==> src/rtl/branch_unit_pkg.sv <==
// Shared types and constants for the branch resolution unit.
// Holds the op-kind encoding, the branch funct3 codes and the default
// result record used by the result buffer.
package branch_unit_pkg;

  localparam int BRU_XLEN      = 32;
  localparam int BRU_ROB_IDX_W = 6;
  localparam int BRU_BR_TAG_W  = 4;

  typedef enum logic [1:0] {
    BRU_BR   = 2'b00,
    BRU_JAL  = 2'b01,
    BRU_JALR = 2'b10
  } bru_kind_t;

  localparam logic [2:0] F3_BEQ  = 3'b000;
  localparam logic [2:0] F3_BNE  = 3'b001;
  localparam logic [2:0] F3_BLT  = 3'b100;
  localparam logic [2:0] F3_BGE  = 3'b101;
  localparam logic [2:0] F3_BLTU = 3'b110;
  localparam logic [2:0] F3_BGEU = 3'b111;

  // Result record for the default configuration (XLEN=32, ROB_IDX_W=6, BR_TAG_W=4).
  typedef struct packed {
    logic [BRU_ROB_IDX_W-1:0] rob;
    logic [BRU_BR_TAG_W-1:0]  br_tag;
    logic [BRU_XLEN-1:0]      rd_val;
    logic                     taken;
    logic [BRU_XLEN-1:0]      target;
    logic                     mispredict;
  } bru_result_t;

endpackage

==> src/rtl/bru_result_fifo.sv <==
// Circular result buffer between the branch exec stage and the CDB.
// Flush has priority over push and pop; reset clears pointers, count and storage.
module bru_result_fifo #(
  parameter int  DEPTH = 4,
  parameter type T     = logic [7:0]
) (
  input  logic                         clk,
  input  logic                         rst,
  input  logic                         flush,
  input  logic                         push,
  input  T                             push_data,
  input  logic                         pop,
  output T                             head,
  output logic [$clog2(DEPTH+1)-1:0]   count,
  output logic                         full,
  output logic                         empty
);

  localparam int PTR_W = $clog2(DEPTH);
  localparam int CNT_W = $clog2(DEPTH + 1);

  T                 mem_q [DEPTH];
  T                 mem_d [DEPTH];
  logic [PTR_W-1:0] wr_ptr_q, wr_ptr_d;
  logic [PTR_W-1:0] rd_ptr_q, rd_ptr_d;
  logic [CNT_W-1:0] count_q, count_d;

  function automatic logic [PTR_W-1:0] ptr_inc(input logic [PTR_W-1:0] p);
    return (p == PTR_W'(DEPTH - 1)) ? '0 : p + 1'b1;
  endfunction

  // Next-state for storage, pointers and occupancy.
  always_comb begin
    mem_d    = mem_q;
    wr_ptr_d = wr_ptr_q;
    rd_ptr_d = rd_ptr_q;
    count_d  = count_q;
    if (flush) begin
      wr_ptr_d = '0;
      rd_ptr_d = '0;
      count_d  = '0;
    end else begin
      if (push) begin
        mem_d[wr_ptr_q] = push_data;
        wr_ptr_d        = ptr_inc(wr_ptr_q);
      end
      if (pop) begin
        rd_ptr_d = ptr_inc(rd_ptr_q);
      end
      if (push && !pop) begin
        count_d = count_q + 1'b1;
      end else if (!push && pop) begin
        count_d = count_q - 1'b1;
      end
    end
  end

  // State registers, fully cleared on reset.
  always_ff @(posedge clk or posedge rst) begin
    if (rst) begin
      for (int i = 0; i < DEPTH; i++) begin
        mem_q[i] <= '0;
      end
      wr_ptr_q <= '0;
      rd_ptr_q <= '0;
      count_q  <= '0;
    end else begin
      mem_q    <= mem_d;
      wr_ptr_q <= wr_ptr_d;
      rd_ptr_q <= rd_ptr_d;
      count_q  <= count_d;
    end
  end

  assign head  = mem_q[rd_ptr_q];
  assign count = count_q;
  assign full  = (count_q == CNT_W'(DEPTH));
  assign empty = (count_q == '0);

endmodule

==> src/rtl/branch_unit.sv <==
// Branch resolution unit: resolves BR/JAL/JALR in a single exec stage, flags
// mispredictions and buffers results for the CDB in bru_result_fifo.
// Optional performance counters are enabled with BRANCH_UNIT_PERF_CNT_EN.
module branch_unit
  import branch_unit_pkg::*;
#(
  parameter int XLEN      = BRU_XLEN,
  parameter int DEPTH     = 4,
  parameter int ROB_IDX_W = BRU_ROB_IDX_W,
  parameter int BR_TAG_W  = BRU_BR_TAG_W
) (
  input  logic                 clk,
  input  logic                 rst,
  input  logic                 flush,
  input  logic                 iss_valid,
  output logic                 iss_ready,
  input  logic [1:0]           iss_kind,
  input  logic [2:0]           iss_cmp_op,
  input  logic [XLEN-1:0]      iss_pc,
  input  logic [XLEN-1:0]      iss_imm,
  input  logic [XLEN-1:0]      iss_a,
  input  logic [XLEN-1:0]      iss_b,
  input  logic                 iss_pred_taken,
  input  logic [XLEN-1:0]      iss_pred_target,
  input  logic [ROB_IDX_W-1:0] iss_rob,
  input  logic [BR_TAG_W-1:0]  iss_br_tag,
  output logic                 out_valid,
  input  logic                 out_ready,
  output logic [ROB_IDX_W-1:0] out_rob,
  output logic [BR_TAG_W-1:0]  out_br_tag,
  output logic [XLEN-1:0]      out_rd_val,
  output logic                 out_taken,
  output logic [XLEN-1:0]      out_target,
  output logic                 out_mispredict
`ifdef BRANCH_UNIT_PERF_CNT_EN
  ,
  output logic [31:0]          perf_resolved,
  output logic [31:0]          perf_taken,
  output logic [31:0]          perf_mispredict
`endif
);

  localparam int CNT_W = $clog2(DEPTH + 1);

  typedef struct packed {
    logic [1:0]           kind;
    logic [2:0]           cmp_op;
    logic [XLEN-1:0]      pc;
    logic [XLEN-1:0]      imm;
    logic [XLEN-1:0]      a;
    logic [XLEN-1:0]      b;
    logic                 pred_taken;
    logic [XLEN-1:0]      pred_target;
    logic [ROB_IDX_W-1:0] rob;
    logic [BR_TAG_W-1:0]  br_tag;
  } exec_t;

  typedef struct packed {
    logic [ROB_IDX_W-1:0] rob;
    logic [BR_TAG_W-1:0]  br_tag;
    logic [XLEN-1:0]      rd_val;
    logic                 taken;
    logic [XLEN-1:0]      target;
    logic                 mispredict;
  } res_t;

  function automatic logic br_taken(input logic [2:0] op, input logic [XLEN-1:0] a,
                                    input logic [XLEN-1:0] b);
    logic signed [XLEN-1:0] sa;
    logic signed [XLEN-1:0] sb;
    sa = a;
    sb = b;
    case (op)
      F3_BEQ:  return a == b;
      F3_BNE:  return a != b;
      F3_BLT:  return sa < sb;
      F3_BGE:  return sa >= sb;
      F3_BLTU: return a < b;
      F3_BGEU: return a >= b;
      default: return 1'b0;
    endcase
  endfunction

  logic             accept;
  logic             exec_valid_q, exec_valid_d;
  exec_t            exec_q, exec_d;
  res_t             exec_res;
  logic [XLEN-1:0]  sum_pc;
  logic [XLEN-1:0]  sum_a;
  logic             push;
  logic             pop;
  res_t             fifo_head;
  logic [CNT_W-1:0] fifo_count;
  logic             fifo_full;
  logic             fifo_empty;

  // Ready is conservative: a same-cycle pop is ignored so exec never stalls.
  assign iss_ready = !fifo_full && !(exec_valid_q && (fifo_count == CNT_W'(DEPTH - 1)));
  assign accept    = iss_valid && iss_ready && !flush;

  // Capture an accepted op into the exec register; operand data only moves on accept.
  always_comb begin
    exec_valid_d = accept;
    exec_d       = exec_q;
    if (accept) begin
      exec_d.kind        = iss_kind;
      exec_d.cmp_op      = iss_cmp_op;
      exec_d.pc          = iss_pc;
      exec_d.imm         = iss_imm;
      exec_d.a           = iss_a;
      exec_d.b           = iss_b;
      exec_d.pred_taken  = iss_pred_taken;
      exec_d.pred_target = iss_pred_target;
      exec_d.rob         = iss_rob;
      exec_d.br_tag      = iss_br_tag;
    end
  end

  // Exec register; reset clears data as well so outputs read zero after reset.
  always_ff @(posedge clk or posedge rst) begin
    if (rst) begin
      exec_valid_q <= 1'b0;
      exec_q       <= '0;
    end else begin
      exec_valid_q <= exec_valid_d;
      exec_q       <= exec_d;
    end
  end

  // Resolve direction, target, link value and mispredict; kind 11 behaves as a not-taken BR.
  always_comb begin
    sum_pc          = exec_q.pc + exec_q.imm;
    sum_a           = exec_q.a + exec_q.imm;
    exec_res        = '0;
    exec_res.rob    = exec_q.rob;
    exec_res.br_tag = exec_q.br_tag;
    case (exec_q.kind)
      BRU_JAL: begin
        exec_res.taken      = 1'b1;
        exec_res.target     = sum_pc;
        exec_res.rd_val     = exec_q.pc + XLEN'(4);
        exec_res.mispredict = (sum_pc != exec_q.pred_target);
      end
      BRU_JALR: begin
        exec_res.taken      = 1'b1;
        exec_res.target     = {sum_a[XLEN-1:1], 1'b0};
        exec_res.rd_val     = exec_q.pc + XLEN'(4);
        exec_res.mispredict = ({sum_a[XLEN-1:1], 1'b0} != exec_q.pred_target);
      end
      default: begin
        exec_res.taken      = (exec_q.kind == BRU_BR) && br_taken(exec_q.cmp_op, exec_q.a, exec_q.b);
        exec_res.target     = sum_pc;
        exec_res.mispredict = (exec_res.taken != exec_q.pred_taken) ||
                              (exec_res.taken && (sum_pc != exec_q.pred_target));
      end
    endcase
  end

  assign push      = exec_valid_q && !flush;
  assign out_valid = !fifo_empty && !flush;
  assign pop       = out_valid && out_ready;

  bru_result_fifo #(
    .DEPTH (DEPTH),
    .T     (res_t)
  ) u_fifo (
    .clk       (clk),
    .rst       (rst),
    .flush     (flush),
    .push      (push),
    .push_data (exec_res),
    .pop       (pop),
    .head      (fifo_head),
    .count     (fifo_count),
    .full      (fifo_full),
    .empty     (fifo_empty)
  );

  assign out_rob        = fifo_head.rob;
  assign out_br_tag     = fifo_head.br_tag;
  assign out_rd_val     = fifo_head.rd_val;
  assign out_taken      = fifo_head.taken;
  assign out_target     = fifo_head.target;
  assign out_mispredict = fifo_head.mispredict;

`ifdef BRANCH_UNIT_PERF_CNT_EN
  logic [31:0] perf_resolved_q, perf_resolved_d;
  logic [31:0] perf_taken_q, perf_taken_d;
  logic [31:0] perf_mispredict_q, perf_mispredict_d;

  // Count results as they leave for the CDB; flush does not clear these.
  always_comb begin
    perf_resolved_d   = perf_resolved_q;
    perf_taken_d      = perf_taken_q;
    perf_mispredict_d = perf_mispredict_q;
    if (pop) begin
      perf_resolved_d = perf_resolved_q + 32'd1;
      if (fifo_head.taken)      perf_taken_d      = perf_taken_q + 32'd1;
      if (fifo_head.mispredict) perf_mispredict_d = perf_mispredict_q + 32'd1;
    end
  end

  // Counter registers.
  always_ff @(posedge clk or posedge rst) begin
    if (rst) begin
      perf_resolved_q   <= '0;
      perf_taken_q      <= '0;
      perf_mispredict_q <= '0;
    end else begin
      perf_resolved_q   <= perf_resolved_d;
      perf_taken_q      <= perf_taken_d;
      perf_mispredict_q <= perf_mispredict_d;
    end
  end

  assign perf_resolved   = perf_resolved_q;
  assign perf_taken      = perf_taken_q;
  assign perf_mispredict = perf_mispredict_q;
`endif

endmodule

==> config.mk <==
export PLATFORM = sky130hd
export DESIGN_NAME = branch_unit
export DESIGN_NICKNAME = d
export VERILOG_FILES = /design/src/rtl/branch_unit_pkg.sv /design/src/rtl/bru_result_fifo.sv /design/src/rtl/branch_unit.sv
export SDC_FILE = /design/constraint.sdc
export NUM_CORES = 1
export LEC_CHECK = 0
export ABC_CLOCK_PERIOD_IN_PS = 20200
export CAP_MARGIN = 20
export CORE_MARGIN = 10
export CORE_UTILIZATION = 50
export DETAILED_ROUTE_END_ITERATION = 16
export GPL_TIMING_DRIVEN = 1
export HOLD_SLACK_MARGIN = 0.03
export PLACE_DENSITY_LB_ADDON = 0.05
export SYNTH_ARGS = -nofsm -noshare
export SYNTH_HDL_FRONTEND = slang
export SYNTH_SLANG_ARGS = --single-unit
==> constraint.sdc <==
create_clock -name clk -period 20.2 [get_ports clk]
set_input_delay 5.05 -clock clk [delete_from_list [all_inputs] [get_ports clk]]
set_output_delay 5.05 -clock clk [all_outputs]
set_load 0.02 [all_outputs]
==> results.json, run 1 <==
{
  "slowest_stage": "clkdlybuf4s50_1",
  "first_iter_violations": 1929,
  "die_h_um": 250,
  "ir_drop_uv": 90.8,
  "crit_path_frequent_cell": "clkdlybuf4s50_1",
  "ant_nets": 0,
  "synth_nets": 2832,
  "finalCritPeriodShare_pct": 57.3,
  "synth_flop_cell": "dfrtp_1",
  "path_clk_slew_ns": 0.06,
  "synth_mux_area_share_pct": 14.2,
  "grt_max_degree": 141,
  "ys_ff_latch": 488,
  "ys_warn_count": 0,
  "wl_um": 83200,
  "clockBufferDepth": 3,
  "yosys.area_share.simple_pct": 11.6,
  "crit_buf_inv": 2,
  "insertion_delay_ns": 0.63,
  "cp_cell_sequence": "clkdlybuf4s50_1 > nor2_1 > clkdlybuf4s50_1",
  "synth_top_family_by_area": "multiplexers",
  "first_pass_iters": 6,
  "vias_per_cell": 5.98,
  "initial_utilization_pct": 50.4,
  "cp-start-kind": "primary input",
  "synth.avg_cell_area_um2": 10.4,
  "setup_tns_ns": 0,
  "fp-row-count": 84,
  "dr.max_layer_used": "met5",
  "dp_hpwl_um": 61600,
  "hp-class": "flip-flop to flip-flop",
  "synth-edff-count": 0,
  "path_delay_family": "buffers and inverters",
  "netlist_area_um2": 26500,
  "swShare_pct": 43.1,
  "drc": 0,
  "final_cell_area_um2": 31200,
  "p_leak_nw": 13.2,
  "core_area_um2": 52600,
  "synth.area.top_cells": "dfrtp_1 (46%), mux2_2 (7.6%), o21ai_0 (6.5%)",
  "fill_cells": 4391,
  "cts_made_buffers": 52,
  "grt.total_usage_pct": 25.9,
  "p_clk_share_pct": 19.2,
  "gp_congestion": 0.974,
  "wl_per_cell_um": 24.2,
  "end_kind": "output port",
  "drv_cap": 0,
  "die_w_um": 250,
  "die-area_um2": 62600,
  "tightest_slew_ns": 1.10,
  "wl_met3_um": 5640,
  "holdBufCountCts": 0,
  "drive_gt1_share_pct": 13.6,
  "final_core_util_pct": 59.5,
  "grt_overflow": 0,
  "synth_top_cell_by_area": "dfrtp_1",
  "place_area_um2": 29500,
  "grt_pass1_vias": 20351,
  "p_per_area_nw_per_um2": 160,
  "wl_met1_um": 35200,
  "synth.distinct_cells": 75,
  "root_buffer": "clkbuf_16",
  "port_buffers": 258,
  "comb_power_share_pct": 50.6,
  "hold_viol": 0,
  "fmax_ghz": 0.0864,
  "area_growth_syn_to_layout_pct": 17.9,
  "cp_data_required_time_ns": 15.15,
  "grt_pass1_wl_um": 125000,
  "ys_seq_area_share_pct": 46.1,
  "period_minus_slack_ns": 11.57,
  "postCtsSetupRepairBufs": 0,
  "h-tree-depth": 2,
  "synth_compound_area_share_pct": 14.0,
  "slew_headroom_pct": 26.6,
  "yosys-top-cells-count": "dfrtp_1 (488), nand2_1 (424), o21ai_0 (346)",
  "cts_tree": "done",
  "setup_viol": 0,
  "synth_most_common_cell": "dfrtp_1",
  "p_int_mw": 2.84,
  "switching_power_mw": 2.15,
  "worstSetupPathType": "primary input to output port",
  "arrival_ns": 6.52,
  "drv_slew": 0,
  "synthCells": 2546,
  "cts_resized": 0,
  "synthArstFlopShare_pct": 100,
  "yosys.area_share.adder_pct": 5.04,
  "slowest_delay_ns": 0.64,
  "pin_count": 259,
  "vias": 20547,
  "synth_xor_area_share_pct": 5.97,
  "outcome": "completed",
  "nets": 2997,
  "cts_sinks": 488,
  "met2_length_um": 38300,
  "synth_top_area_share_pct": 46.1,
  "antenna_found_initial": 5,
  "rsz0062_at_grt": "false",
  "skew_ns": 0.0258,
  "pwr-share-seq_pct": 30.3,
  "crit_fanout": 11
}
-- cells by family (layout without fill, tap and decap cells) --
family	Yosys count	after routing
buf+inv	217	416
fa+ha+maj	105	105
other cells	0	4
flops	488	488
compound gates	630	630
mux	258	258
xor+xnor	158	158
simple gates	690	690
-- metrics by stage --
step	std cells	hold WS, ns	setup slack, ns	power, mW
after CTS	3432	0.479	8.62	4.98
after detailed placement	3344	0.465	8.62	4.01
after global routing	3436	0.490	8.51	5.28
after global placement	3344	0.456	8.63	3.96
final	3437	0.476	8.63	4.99
after floorplan	2546	0.445	1.53	3.07
-- cell type report --
type                    count  area (um^2)  area share, %
multi-input cells        1841        13500           43.3
flip-flops and latches    488        12200           39.1
repair buffers            270         2690           8.62
clock buffers              73         1480           4.74
well taps                 688          861           2.76
inverters                  58          225          0.721
clock inverters            15          215          0.689
diodes                      4         10.0         0.0320
-- power groups by stage --
stage | Clock, mW | Combinational [mW] | Sequential (mW)
6_report | 0.956 | 2.52 | 1.51
5_1_grt | 1.02 | 2.72 | 1.54
4_1_cts | 0.975 | 2.49 | 1.51
3_5_place_dp | 0 | 2.48 | 1.53
3_3_place_gp | 0 | 2.45 | 1.51
2_1_floorplan | 0 | 1.68 | 1.39
-- worst paths after layout --
| kind | startpoint | end | slack, ns | depth (start not counted) |
|---|---|---|---|---|
| min in group asynchronous | rst | exec_valid_q | 5.04 | 2 |
| setup reg to reg | exec_q[107] | u_fifo.mem_q[76] | 15.14 | 13 |
| setup / recovery | flush | out_valid | 8.63 | 3 |
| hold / removal | u_fifo.mem_q[195] | u_fifo.mem_q[195] | 0.48 | 2 |
| hold reg to reg | u_fifo.mem_q[195] | u_fifo.mem_q[195] | 0.48 | 2 |
| max in group asynchronous | rst | exec_q[120] | 13.05 | 5 |
-- state kept, by name, summed over array words and instances, names as in the netlist --
register and flops:
exec_q 176, exec_valid_q 1, u_fifo.count 3, u_fifo.wr_ptr_q 2, u_fifo.rd_ptr_q 2, u_fifo.mem_q 304
-- cells in the final DEF, fill, tap and decap left out, types with 7 or more instances in the layout --
cell / count
ha_1: 101
o21a_1: 12
o211ai_1: 11
and2_1: 10
nor3_1: 25
clkbuf_1: 11
xnor2_1: 99
and3_1: 18
mux4_2: 76
clkbuf_16: 52
a31o_2: 8
nor2_1: 74
nand2_1: 420
nor4_1: 13
nor2b_1: 11
o31ai_1: 8
a21oi_1: 95
a41oi_1: 8
nand4_1: 31
nand2b_1: 10
xnor3_1: 10
dfrtp_1: 486
nand3_1: 31
a2111oi_0: 11
a211o_1: 7
o21ai_0: 346
or3_1: 7
a22oi_1: 29
xor2_1: 45
clkbuf_8: 10
clkdlybuf4s50_1: 258
mux2_2: 179
a31oi_1: 11
a21o_1: 24
a211oi_1: 8
and4_1: 9
buf_4: 11
inv_1: 57
-- worst min-delay path, stage by stage, from the launching register on --
cell	delay, ns
dfrtp_1	0.33
nand2_1	0.04
o21ai_0	0.06
-- routing by layer --
metal / up-vias / track usage [%]
met4: 2 / 11.8
li1: 9451 / -
met1: 10234 / 34.5
met2: 703 / 40.3
met5: - / 0
met3: 157 / 5.13
Note: power is estimated with default switching activity, not from simulation.
==> run 2, diff against run 1 <==
Settings changed: ABC_CLOCK_PERIOD_IN_PS 20200 to 10100.
Clock period 20.2 ns to 10.1 ns, I/O delays scaled along.
==> results.json, run 2 (synthesis gave the netlist of run 1 again) <==
{
  "first_iter_violations": 1815,
  "layout_common_cells": "dfrtp_1 (486), nand2_1 (420), o21ai_0 (346)",
  "cp_cell_sequence": "clkdlybuf4s50_1 > nor2_1 > clkdlybuf4s50_1",
  "die_h_um": 250,
  "cts_resized": 0,
  "p_int_mw": 5.74,
  "comb_power_share_pct": 50.4,
  "clockBufferDepth": 3,
  "pin_count": 259,
  "postCtsSetupRepairBufs": 0,
  "die-area_um2": 62600,
  "area_growth_syn_to_layout_pct": 18.2,
  "worstSetupPathType": "primary input to output port",
  "grt.total_usage_pct": 26.1,
  "cp-start-kind": "primary input",
  "port_buffers": 258,
  "drive_gt1_share_pct": 13.5,
  "cp_data_required_time_ns": 7.58,
  "wl_per_cell_um": 24.2,
  "hold_viol": 0,
  "vias_per_cell": 5.96,
  "p_leak_nw": 13.3,
  "cts_sinks": 488,
  "h-tree-depth": 2,
  "path_clk_slew_ns": 0.06,
  "slowest_stage": "clkdlybuf4s50_1",
  "holdBufCountCts": 0,
  "crit_buf_inv": 2,
  "tightest_slew_ns": 1.14,
  "p_clk_share_pct": 19.5,
  "swShare_pct": 42.9,
  "wl_um": 83300,
  "slew_headroom_pct": 23.8,
  "setup_viol": 0,
  "crit_cells": 3,
  "slowest_delay_ns": 0.63,
  "ir_drop_uv": 233,
  "insertion_delay_ns": 0.62,
  "setup_ws_ns": 3.54,
  "switching_power_mw": 4.31,
  "place_area_um2": 29500,
  "first_pass_iters": 5,
  "pre_cts_slack_ns": 3.55,
  "pwr-share-seq_pct": 30.1,
  "dp_hpwl_um": 61900,
  "rsz0062_at_grt": "false",
  "drv_slew": 0,
  "ant_nets": 0,
  "finalCritPeriodShare_pct": 65.0,
  "crit_fanout": 11,
  "initial_utilization_pct": 50.4,
  "nets": 2994,
  "grt_pass1_wl_um": 127000,
  "arrival_ns": 4.04,
  "final_core_util_pct": 59.6,
  "fp-row-count": 84,
  "vias": 20516,
  "final_cell_area_um2": 31300,
  "root_buffer": "clkbuf_16",
  "antenna_found_initial": 1,
  "hold_path_depth": 2,
  "grt_pass1_vias": 20309,
  "drc": 0,
  "path_delay_family": "buffers and inverters",
  "hp-class": "flip-flop to flip-flop",
  "cts_tree": "done",
  "crit_path_frequent_cell": "clkdlybuf4s50_1",
  "drv_cap": 0,
  "cts_made_buffers": 50,
  "layout_commonest_cell": "dfrtp_1",
  "grt_overflow": 0,
  "setup_tns_ns": 0,
  "outcome": "completed",
  "skew_ns": 0.0201,
  "p_per_area_nw_per_um2": 321,
  "end_kind": "output port",
  "fmax_ghz": 0.152,
  "core_area_um2": 52600,
  "largest_reg_flops": 304,
  "top_register": "u_fifo.mem_q",
  "die_w_um": 250,
  "grt_max_degree": 196,
  "gp_congestion": 0.960,
  "r2r_cells": 13,
  "period_minus_slack_ns": 6.56
}
## run 2: power by group through the flow
stage                     clock network, mW  registers, mW  logic [mW]
final                                  1.96           3.03        5.06
after global routing                   2.07           3.08        5.42
after CTS                              2.00           3.02        4.99
after detailed placement                  0           3.06        4.96
after global placement                    0           3.03        4.91
after floorplan                           0           2.79        3.36
## run 2: worst paths after layout
| kind | endpoint | from | slack [ns] |
|---|---|---|---|
| worst max-delay path | out_valid | flush | 3.54 |
| worst max register to register | u_fifo.mem_q[0] | exec_q[139] | 4.86 |
| worst min-delay path | u_fifo.mem_q[154] | u_fifo.mem_q[154] | 0.48 |
| worst min register to register | u_fifo.mem_q[154] | u_fifo.mem_q[154] | 0.48 |
| min in group asynchronous | u_fifo.count[2] | rst | 2.22 |
| max in group asynchronous | exec_q[128] | rst | 5.98 |
## run 2: tightest hold or removal path: stages, from the launching register on
cell and delay [ns]:
dfrtp_1 0.33, nand2_1 0.05, o21ai_0 0.06
## run 2: per-stage QoR
stage	hold WS [ns]	total power, mW	instances
floorplan	0.445	6.14	2546
global placement	0.456	7.93	3343
detailed placement	0.466	8.02	3343
CTS	0.479	10.0	3437
global route	0.495	10.6	3439
finish	0.476	10.0	3440
## run 2: per-layer routing
| layer | vias up | global-route usage (%) | routed length [um] |
|---|---|---|---|
| met2 | 648 | 41.6 | 39500 |
| li1 | 9435 | - | - |
| met1 | 10310 | 36.0 | 36100 |
| met3 | 123 | 3.91 | 5070 |
| met4 | 0 | 8.45 | 2690 |
| met5 | - | 0 | 0 |
## run 2: area by class of cell
type                            count  area (um^2)
Antenna cell                        2         5.00
Fill cell                        4431        21200
Tap cell                          688          861
Clock inverter                     12          225
Sequential cell                   488        12200
Clock buffer                       82         1520
Multi-Input combinational cell   1841        13500
Timing Repair Buffer              269         2720
Inverter                           58          221
